--- config.mk ---
export PLATFORM = sky130hd
export DESIGN_NAME = bus_arbiter
export DESIGN_NICKNAME = d
export VERILOG_FILES = /design/src/rtl/bus_arbiter.sv
export SDC_FILE = /design/constraint.sdc
export NUM_CORES = 1
export LEC_CHECK = 0
export ABC_CLOCK_PERIOD_IN_PS = 3770
export CORE_MARGIN = 2
export CORE_UTILIZATION = 46
export DETAILED_ROUTE_END_ITERATION = 10
export GPL_ROUTABILITY_DRIVEN = 0
export PLACE_DENSITY = 0.86
export RECOVER_POWER = 50
export SETUP_SLACK_MARGIN = 0.15
export SYNTH_ARGS = -nofsm -noshare
export SYNTH_HDL_FRONTEND = slang
export SYNTH_SLANG_ARGS = --single-unit
--- constraint.sdc ---
create_clock -name clk -period 3.77 [get_ports clk]
set_input_delay 0.377 -clock clk [delete_from_list [all_inputs] [get_ports clk]]
set_output_delay 0.377 -clock clk [all_outputs]
set_load 0.02 [all_outputs]
--- src/rtl/bus_arbiter.sv ---
// ============================================================================
// bus_arbiter : shares one memory bus between fetch (IF) and data (MEM) ports
// Revision    : 1.0
// ============================================================================
`default_nettype none

module bus_arbiter #(
    parameter int MAX_DATA_RUN = 4,
    parameter int TIMEOUT      = 16
) (
    input  logic        clk,
    input  logic        rst,
    input  logic        if_req_i,
    input  logic [31:0] if_addr_i,
    output logic [31:0] if_data_o,
    output logic        if_ready_o,
    input  logic        mem_req_i,
    input  logic        mem_we_i,
    input  logic [3:0]  mem_sel_i,
    input  logic [31:0] mem_addr_i,
    input  logic [31:0] mem_wdata_i,
    output logic [31:0] mem_rdata_o,
    output logic        mem_ready_o,
    output logic        bus_req_o,
    output logic        bus_we_o,
    output logic [3:0]  bus_sel_o,
    output logic [31:0] bus_addr_o,
    output logic [31:0] bus_wdata_o,
    input  logic [31:0] bus_rdata_i,
    input  logic        bus_ack_i,
    output logic        stallreq_if_o,
    output logic        stallreq_mem_o,
    output logic        bus_err_o
);

    typedef enum logic [1:0] {
        IDLE     = 2'd0,
        IF_BUSY  = 2'd1,
        MEM_BUSY = 2'd2,
        DONE     = 2'd3
    } state_t;

    localparam logic [3:0] C_MAX_RUN      = 4'(MAX_DATA_RUN);
    localparam logic       C_TIMEOUT_EN   = (TIMEOUT != 0);
    localparam logic [7:0] C_TIMEOUT_LAST = 8'(TIMEOUT - 1);

    state_t      state_q, state_d;
    logic [3:0]  run_cnt_q, run_cnt_d;
    logic [7:0]  wait_cnt_q, wait_cnt_d;
    logic        bus_req_q, bus_req_d;
    logic        bus_we_q, bus_we_d;
    logic [3:0]  bus_sel_q, bus_sel_d;
    logic [31:0] bus_addr_q, bus_addr_d;
    logic [31:0] bus_wdata_q, bus_wdata_d;
    logic [31:0] if_data_q, if_data_d;
    logic [31:0] mem_rdata_q, mem_rdata_d;
    logic        if_ready_q, if_ready_d;
    logic        mem_ready_q, mem_ready_d;
    logic        bus_err_q, bus_err_d;
    logic        w_timeout;

    assign w_timeout = C_TIMEOUT_EN && (wait_cnt_q == C_TIMEOUT_LAST);

    always_comb begin
        state_d     = state_q;
        run_cnt_d   = run_cnt_q;
        wait_cnt_d  = wait_cnt_q;
        bus_req_d   = bus_req_q;
        bus_we_d    = bus_we_q;
        bus_sel_d   = bus_sel_q;
        bus_addr_d  = bus_addr_q;
        bus_wdata_d = bus_wdata_q;
        if_data_d   = if_data_q;
        mem_rdata_d = mem_rdata_q;
        if_ready_d  = 1'b0;
        mem_ready_d = 1'b0;
        bus_err_d   = 1'b0;

        case (state_q)
            IDLE: begin
                // Data wins unless fetch has waited through MAX_DATA_RUN data grants
                if (mem_req_i && (!if_req_i || (run_cnt_q < C_MAX_RUN))) begin
                    state_d     = MEM_BUSY;
                    bus_req_d   = 1'b1;
                    bus_we_d    = mem_we_i;
                    bus_sel_d   = mem_sel_i;
                    bus_addr_d  = mem_addr_i;
                    bus_wdata_d = mem_wdata_i;
                    wait_cnt_d  = 8'd0;
                    if (if_req_i)
                        run_cnt_d = (run_cnt_q == 4'd15) ? 4'd15 : run_cnt_q + 4'd1;
                    else
                        run_cnt_d = 4'd0;
                end else if (if_req_i) begin
                    state_d     = IF_BUSY;
                    bus_req_d   = 1'b1;
                    bus_we_d    = 1'b0;
                    bus_sel_d   = 4'hF;
                    bus_addr_d  = if_addr_i;
                    bus_wdata_d = 32'd0;
                    wait_cnt_d  = 8'd0;
                    run_cnt_d   = 4'd0;
                end
            end
            IF_BUSY: begin
                if (bus_ack_i) begin
                    state_d    = DONE;
                    bus_req_d  = 1'b0;
                    if_ready_d = 1'b1;
                    if_data_d  = bus_rdata_i;
                end else if (w_timeout) begin
                    state_d    = DONE;
                    bus_req_d  = 1'b0;
                    if_ready_d = 1'b1;
                    if_data_d  = 32'd0;
                    bus_err_d  = 1'b1;
                end else begin
                    wait_cnt_d = wait_cnt_q + 8'd1;
                end
            end
            MEM_BUSY: begin
                if (bus_ack_i) begin
                    state_d     = DONE;
                    bus_req_d   = 1'b0;
                    mem_ready_d = 1'b1;
                    if (!bus_we_q)
                        mem_rdata_d = bus_rdata_i;
                end else if (w_timeout) begin
                    state_d     = DONE;
                    bus_req_d   = 1'b0;
                    mem_ready_d = 1'b1;
                    mem_rdata_d = 32'd0;
                    bus_err_d   = 1'b1;
                end else begin
                    wait_cnt_d = wait_cnt_q + 8'd1;
                end
            end
            DONE: begin
                state_d = IDLE;
            end
            default: begin
                state_d = IDLE;
            end
        endcase
    end

    always_ff @(posedge clk or negedge rst) begin
        if (!rst) begin
            state_q     <= IDLE;
            run_cnt_q   <= 4'd0;
            wait_cnt_q  <= 8'd0;
            bus_req_q   <= 1'b0;
            bus_we_q    <= 1'b0;
            bus_sel_q   <= 4'd0;
            bus_addr_q  <= 32'd0;
            bus_wdata_q <= 32'd0;
            if_data_q   <= 32'd0;
            mem_rdata_q <= 32'd0;
            if_ready_q  <= 1'b0;
            mem_ready_q <= 1'b0;
            bus_err_q   <= 1'b0;
        end else begin
            state_q     <= state_d;
            run_cnt_q   <= run_cnt_d;
            wait_cnt_q  <= wait_cnt_d;
            bus_req_q   <= bus_req_d;
            bus_we_q    <= bus_we_d;
            bus_sel_q   <= bus_sel_d;
            bus_addr_q  <= bus_addr_d;
            bus_wdata_q <= bus_wdata_d;
            if_data_q   <= if_data_d;
            mem_rdata_q <= mem_rdata_d;
            if_ready_q  <= if_ready_d;
            mem_ready_q <= mem_ready_d;
            bus_err_q   <= bus_err_d;
        end
    end

    assign bus_req_o      = bus_req_q;
    assign bus_we_o       = bus_we_q;
    assign bus_sel_o      = bus_sel_q;
    assign bus_addr_o     = bus_addr_q;
    assign bus_wdata_o    = bus_wdata_q;
    assign if_data_o      = if_data_q;
    assign if_ready_o     = if_ready_q;
    assign mem_rdata_o    = mem_rdata_q;
    assign mem_ready_o    = mem_ready_q;
    assign bus_err_o      = bus_err_q;
    assign stallreq_if_o  = if_req_i & ~if_ready_q;
    assign stallreq_mem_o = mem_req_i & ~mem_ready_q;

endmodule

`default_nettype wire

==> results summary <==
Timing would allow up to 391 MHz. STA classifies the critical path endpoint as a register. The first routing iteration left 344 violations. The count of warnings emitted by yosys is 0. The layer flagged by global routing as most heavily used is met2. The met2 global-route usage is approximately 46%. The TritonCTS buffer count came out at 17.

The area added between synthesis and finish came out at 51.3%. In the finished design, the share of the clock period the worst path needs comes to 67.9%. The overall die area is 15200 sq um.

In this run the core area contains 43 standard-cell rows. The number of placed instances, taps included, is around 1000. The flow ran to the end, but the final reports show violations. After filler insertion, the fill cell instance count of the layout stands at 967. The floorplan step defined a core boundary enclosing 13900 sq um. TritonCTS built the clock tree. The proportion of synthesized chip area in sequential cells came out at 57.7%. Counting flops with an async set or reset pin after synthesis yields a share of 100%. For this block, the routed nets add up to 20000 um of wire. The switching share of power came out at 39.5%.

The clock net in this run drives a total of 151 sinks. The overall die height came out at 123 um. The worst setup path is launched from a register. The number of nets in the synthesized netlist came out at 736. The standby leakage power is 4.46 nW. Setup repair after global routing left no endpoint under its margin. The post-synthesis instance area came out at 6550 sq um. The worst vdd rail ir drop is ~0.42 mV. The root buffer cell is sky130_fd_sc_hd__clkbuf_16. The routed design could run at a clock period as short as 2.56 ns. The largest single stage delay on the critical path is 0.73 ns. The count of unresolved DRC violations after routing came out at 0.

In the global route stage, met3 resource usage came out at 6.83%. The net switching power is roughly 3.3 mW. The power share of the clock group came out at 18.9%. The combined global-route utilization of all metal layers came out at 26.9%. The number of max-slew violations in the final report is 75. The commonest register cell after synthesis is sky130_fd_sc_hd__dfrtp_1. Combinational cells account for 47.8% of the total power. The count of flip-flops with a built-in enable after synthesis came out at 0. The register bit total from synthesis is ~150. By startpoint and endpoint, the worst setup path is classified as reg2reg.

Entering global routing, the biggest net connects about 110 pins. The floorplan die width is 123 um. The number of hold-slack violations in the final timing report was 0. The sequential cell area is between 3000 and 4000 sq um. The number of setup buffers added after CTS came out at 0. The largest fanout of any net on the critical path is 33. The antenna diode count came out at 0. The final reports fail on capacitance limit, slew limit. Grouping stages by cell kind, the critical path spends the most delay in simple AND/OR/NAND/NOR gates.

The power density of the placed cells is between 800 and 900 nW/um^2. The hold buffer count at cts is 0. The worst clock skew is 0.00647 ns. Leaving out fill and tap cells, the most frequent cells in the layout are sky130_fd_sc_hd__clkdlybuf4s50_1 (210), sky130_fd_sc_hd__dfrtp_1 (151), sky130_fd_sc_hd__nand2_1 (119). The final design instance area without fill came out at 9910 sq um.

The post-CTS resize count came out at 0. The number of instances in the synthesized netlist is about 590. The layout cell share with drive strength beyond 1 is approximately 5.4%. The sequential group share of total power is 33.3%. Data on the critical path is required at its endpoint by between 4 and 5 ns. The starting density of the core is 47.2%.

sky130_fd_sc_hd__dfrtp_1 takes more of the synthesized area than any other cell. The setup TNS after final layout came out at 0 ns. In this run the remaining antenna-violating nets after routing total 0. The per-cell routed wire length came out at 19.3 um. After synthesis, the cell types taking the most area are sky130_fd_sc_hd__dfrtp_1 (58%), sky130_fd_sc_hd__a22o_1 (13%), sky130_fd_sc_hd__nand2_1 (6.7%), sky130_fd_sc_hd__o21ai_0 (5.5%), sky130_fd_sc_hd__mux2i_1 (4.9%). The final net count came out at 989. In the global route stage, met1 resource usage came out at 31.8%.

The number of library cell types mapped by synthesis came out at between 40 and 50. The data arrival time of the critical path is 2.86 ns. The global-route wire length before repair came out at ~31000 um. Port buffering added 276 buffers. The number of setup violations in the final report came out at 0.

The total I/O pin count is 277. The detailed-placement wirelength estimate came out at between 10000 and 15000 um. The overall via count from detail_route is 5815. Once placement finished, the instance area stood at 9390 sq um. The slew at the pin with the worst max-slew slack is 1.93 ns. The via count of the first global-routing pass is 5920. The tightest min-delay check is of the reg2reg type. The post-detailed-route via-to-cell ratio is between 5 and 6. The library cell used most frequently in the layout, excluding fill and tap cells, is sky130_fd_sc_hd__clkdlybuf4s50_1. The post-layout total power is ~8.4 mW.

The number of maximum-capacitance violations came out at 1. The initial antenna violation count came out at 0. The later pin in the worst-skew pair is clocked with a latency of roughly 0.42 ns. The remaining global-route overflow came out at 0. The total buffers and inverters traversed by the critical path is 0. In this run the tightest slew margin relative to its limit is -28.4%.

The count of H-tree levels built during CTS came out at 4. The internal power consumption is 5.05 mW. The clock-pin slew on the worst setup and hold paths came out at 0.06 ns.

The pre-antenna-repair detailed-routing pass consisted of 4 iterations. The critical path's slowest cell is sky130_fd_sc_hd__nand2_1. The area of combinational cells with multiple inputs is 2500 sq um. The area share of the leading cell type in the synthesized netlist came out at 57.7%. The maximum number of buffers from clock root to sink came out at 2. Excluding fillers, the count of instances in the completed layout stands at 1037. The signal on the critical path passes through nor4_4, a41o_2, nand2_1, a22o_1. The mean cell area of the mapped netlist is 11.1 sq um.
-- synth_stat cells (3+ instances only) --
cell and count:
sky130_fd_sc_hd__clkbuf_1 38, sky130_fd_sc_hd__nand3_1 6, sky130_fd_sc_hd__mux2i_1 32, sky130_fd_sc_hd__buf_6 7
sky130_fd_sc_hd__inv_1 6, sky130_fd_sc_hd__buf_2 5, sky130_fd_sc_hd__dfrtp_1 151, sky130_fd_sc_hd__ha_1 7
sky130_fd_sc_hd__o21ai_0 72, sky130_fd_sc_hd__nand4b_1 5, sky130_fd_sc_hd__o211ai_1 3, sky130_fd_sc_hd__nand2_1 117
sky130_fd_sc_hd__nor2b_1 4, sky130_fd_sc_hd__a21oi_1 3, sky130_fd_sc_hd__and3_1 4, sky130_fd_sc_hd__a22o_1 97
sky130_fd_sc_hd__a31oi_1 3
-- registers in the layout (all words and copies together), names as in the netlist --
name	flops
bus_addr_o	32
bus_err_o	1
bus_req_o	1
bus_sel_o	4
bus_wdata_o	32
bus_we_o	1
if_data_o	32
if_ready_o	1
mem_rdata_o	32
mem_ready_o	1
run_cnt_q	4
state_q	2
wait_cnt_q	8
-- worst reg2reg max path: stages (launching register included) --
cell,delay (ns)
sky130_fd_sc_hd__dfrtp_1,0.47
sky130_fd_sc_hd__nor4_4,0.39
sky130_fd_sc_hd__a41o_2,0.32
sky130_fd_sc_hd__nand2_1,0.73
sky130_fd_sc_hd__a22o_1,0.53
-- power by group through the flow --
stage / Sequential, mW / Clock [mW] / Combinational [mW]
2_1_floorplan: 3.53 / 0 / 1.42
3_3_place_gp: 2.76 / 0 / 3.99
3_5_place_dp: 2.79 / 0 / 4.12
4_1_cts: 2.79 / 1.59 / 4.14
5_1_grt: 2.86 / 1.68 / 4.27
6_report: 2.78 / 1.58 / 4.00
-- path summary, 6_finish.rpt --
| check | endpoint | slack (ns) | startpoint | cells past startpoint |
|---|---|---|---|---|
| max reg2reg | if_data_o[21] | 1.21 | wait_cnt_q[5] | 4 |
| min reg2reg | bus_wdata_o[0] | 0.47 | bus_wdata_o[0] | 2 |
| max in group asynchronous | bus_wdata_o[18] | 2.07 | rst | 2 |
| min | bus_wdata_o[0] | 0.47 | bus_wdata_o[0] | 2 |
| max | if_data_o[21] | 1.21 | wait_cnt_q[5] | 4 |
| min in group asynchronous | bus_wdata_o[3] | 0.49 | rst | 1 |
-- area by class of cell --
type	count	area share, %
Clock buffer	19	4.37
Clock inverter	13	1.07
Inverter	6	0.227
Multi-Input combinational cell	384	25.2
Sequential cell	151	38.1
Tap cell	180	2.27
Timing Repair Buffer	284	28.7
-- through the flow --
stage	setup slack [ns]	utilization [%]	hold WS, ns
final	1.21	71.4	0.472
after global routing	1.06	71.4	0.496
after CTS	1.58	71.5	0.00257
after detailed placement	1.15	67.7	0.451
after global placement	1.32	67.7	0.444
after floorplan	2.07	-	0.0814
-- cell families (layout without fill, tap and decap cells) --
family,after synthesis,after routing,share of synthesized area (%)
flip-flops,151,151,57.7
buffers and inverters,56,322,4.11
adder cells (fa/ha/maj),7,7,1.34
AND/OR/NAND/NOR,152,152,10.6
multiplexers,33,33,5.06
AO/OA/AOI/OAI,192,192,21.1
-- routing by layer --
layer | vias up | wire (um)
li1 | 2642 | -
met1 | 2897 | 7700
met2 | 226 | 10500
met3 | 50 | 1130
met4 | 0 | 748
met5 | - | 0
No activity file was read; power rests on OpenSTA's default activity.
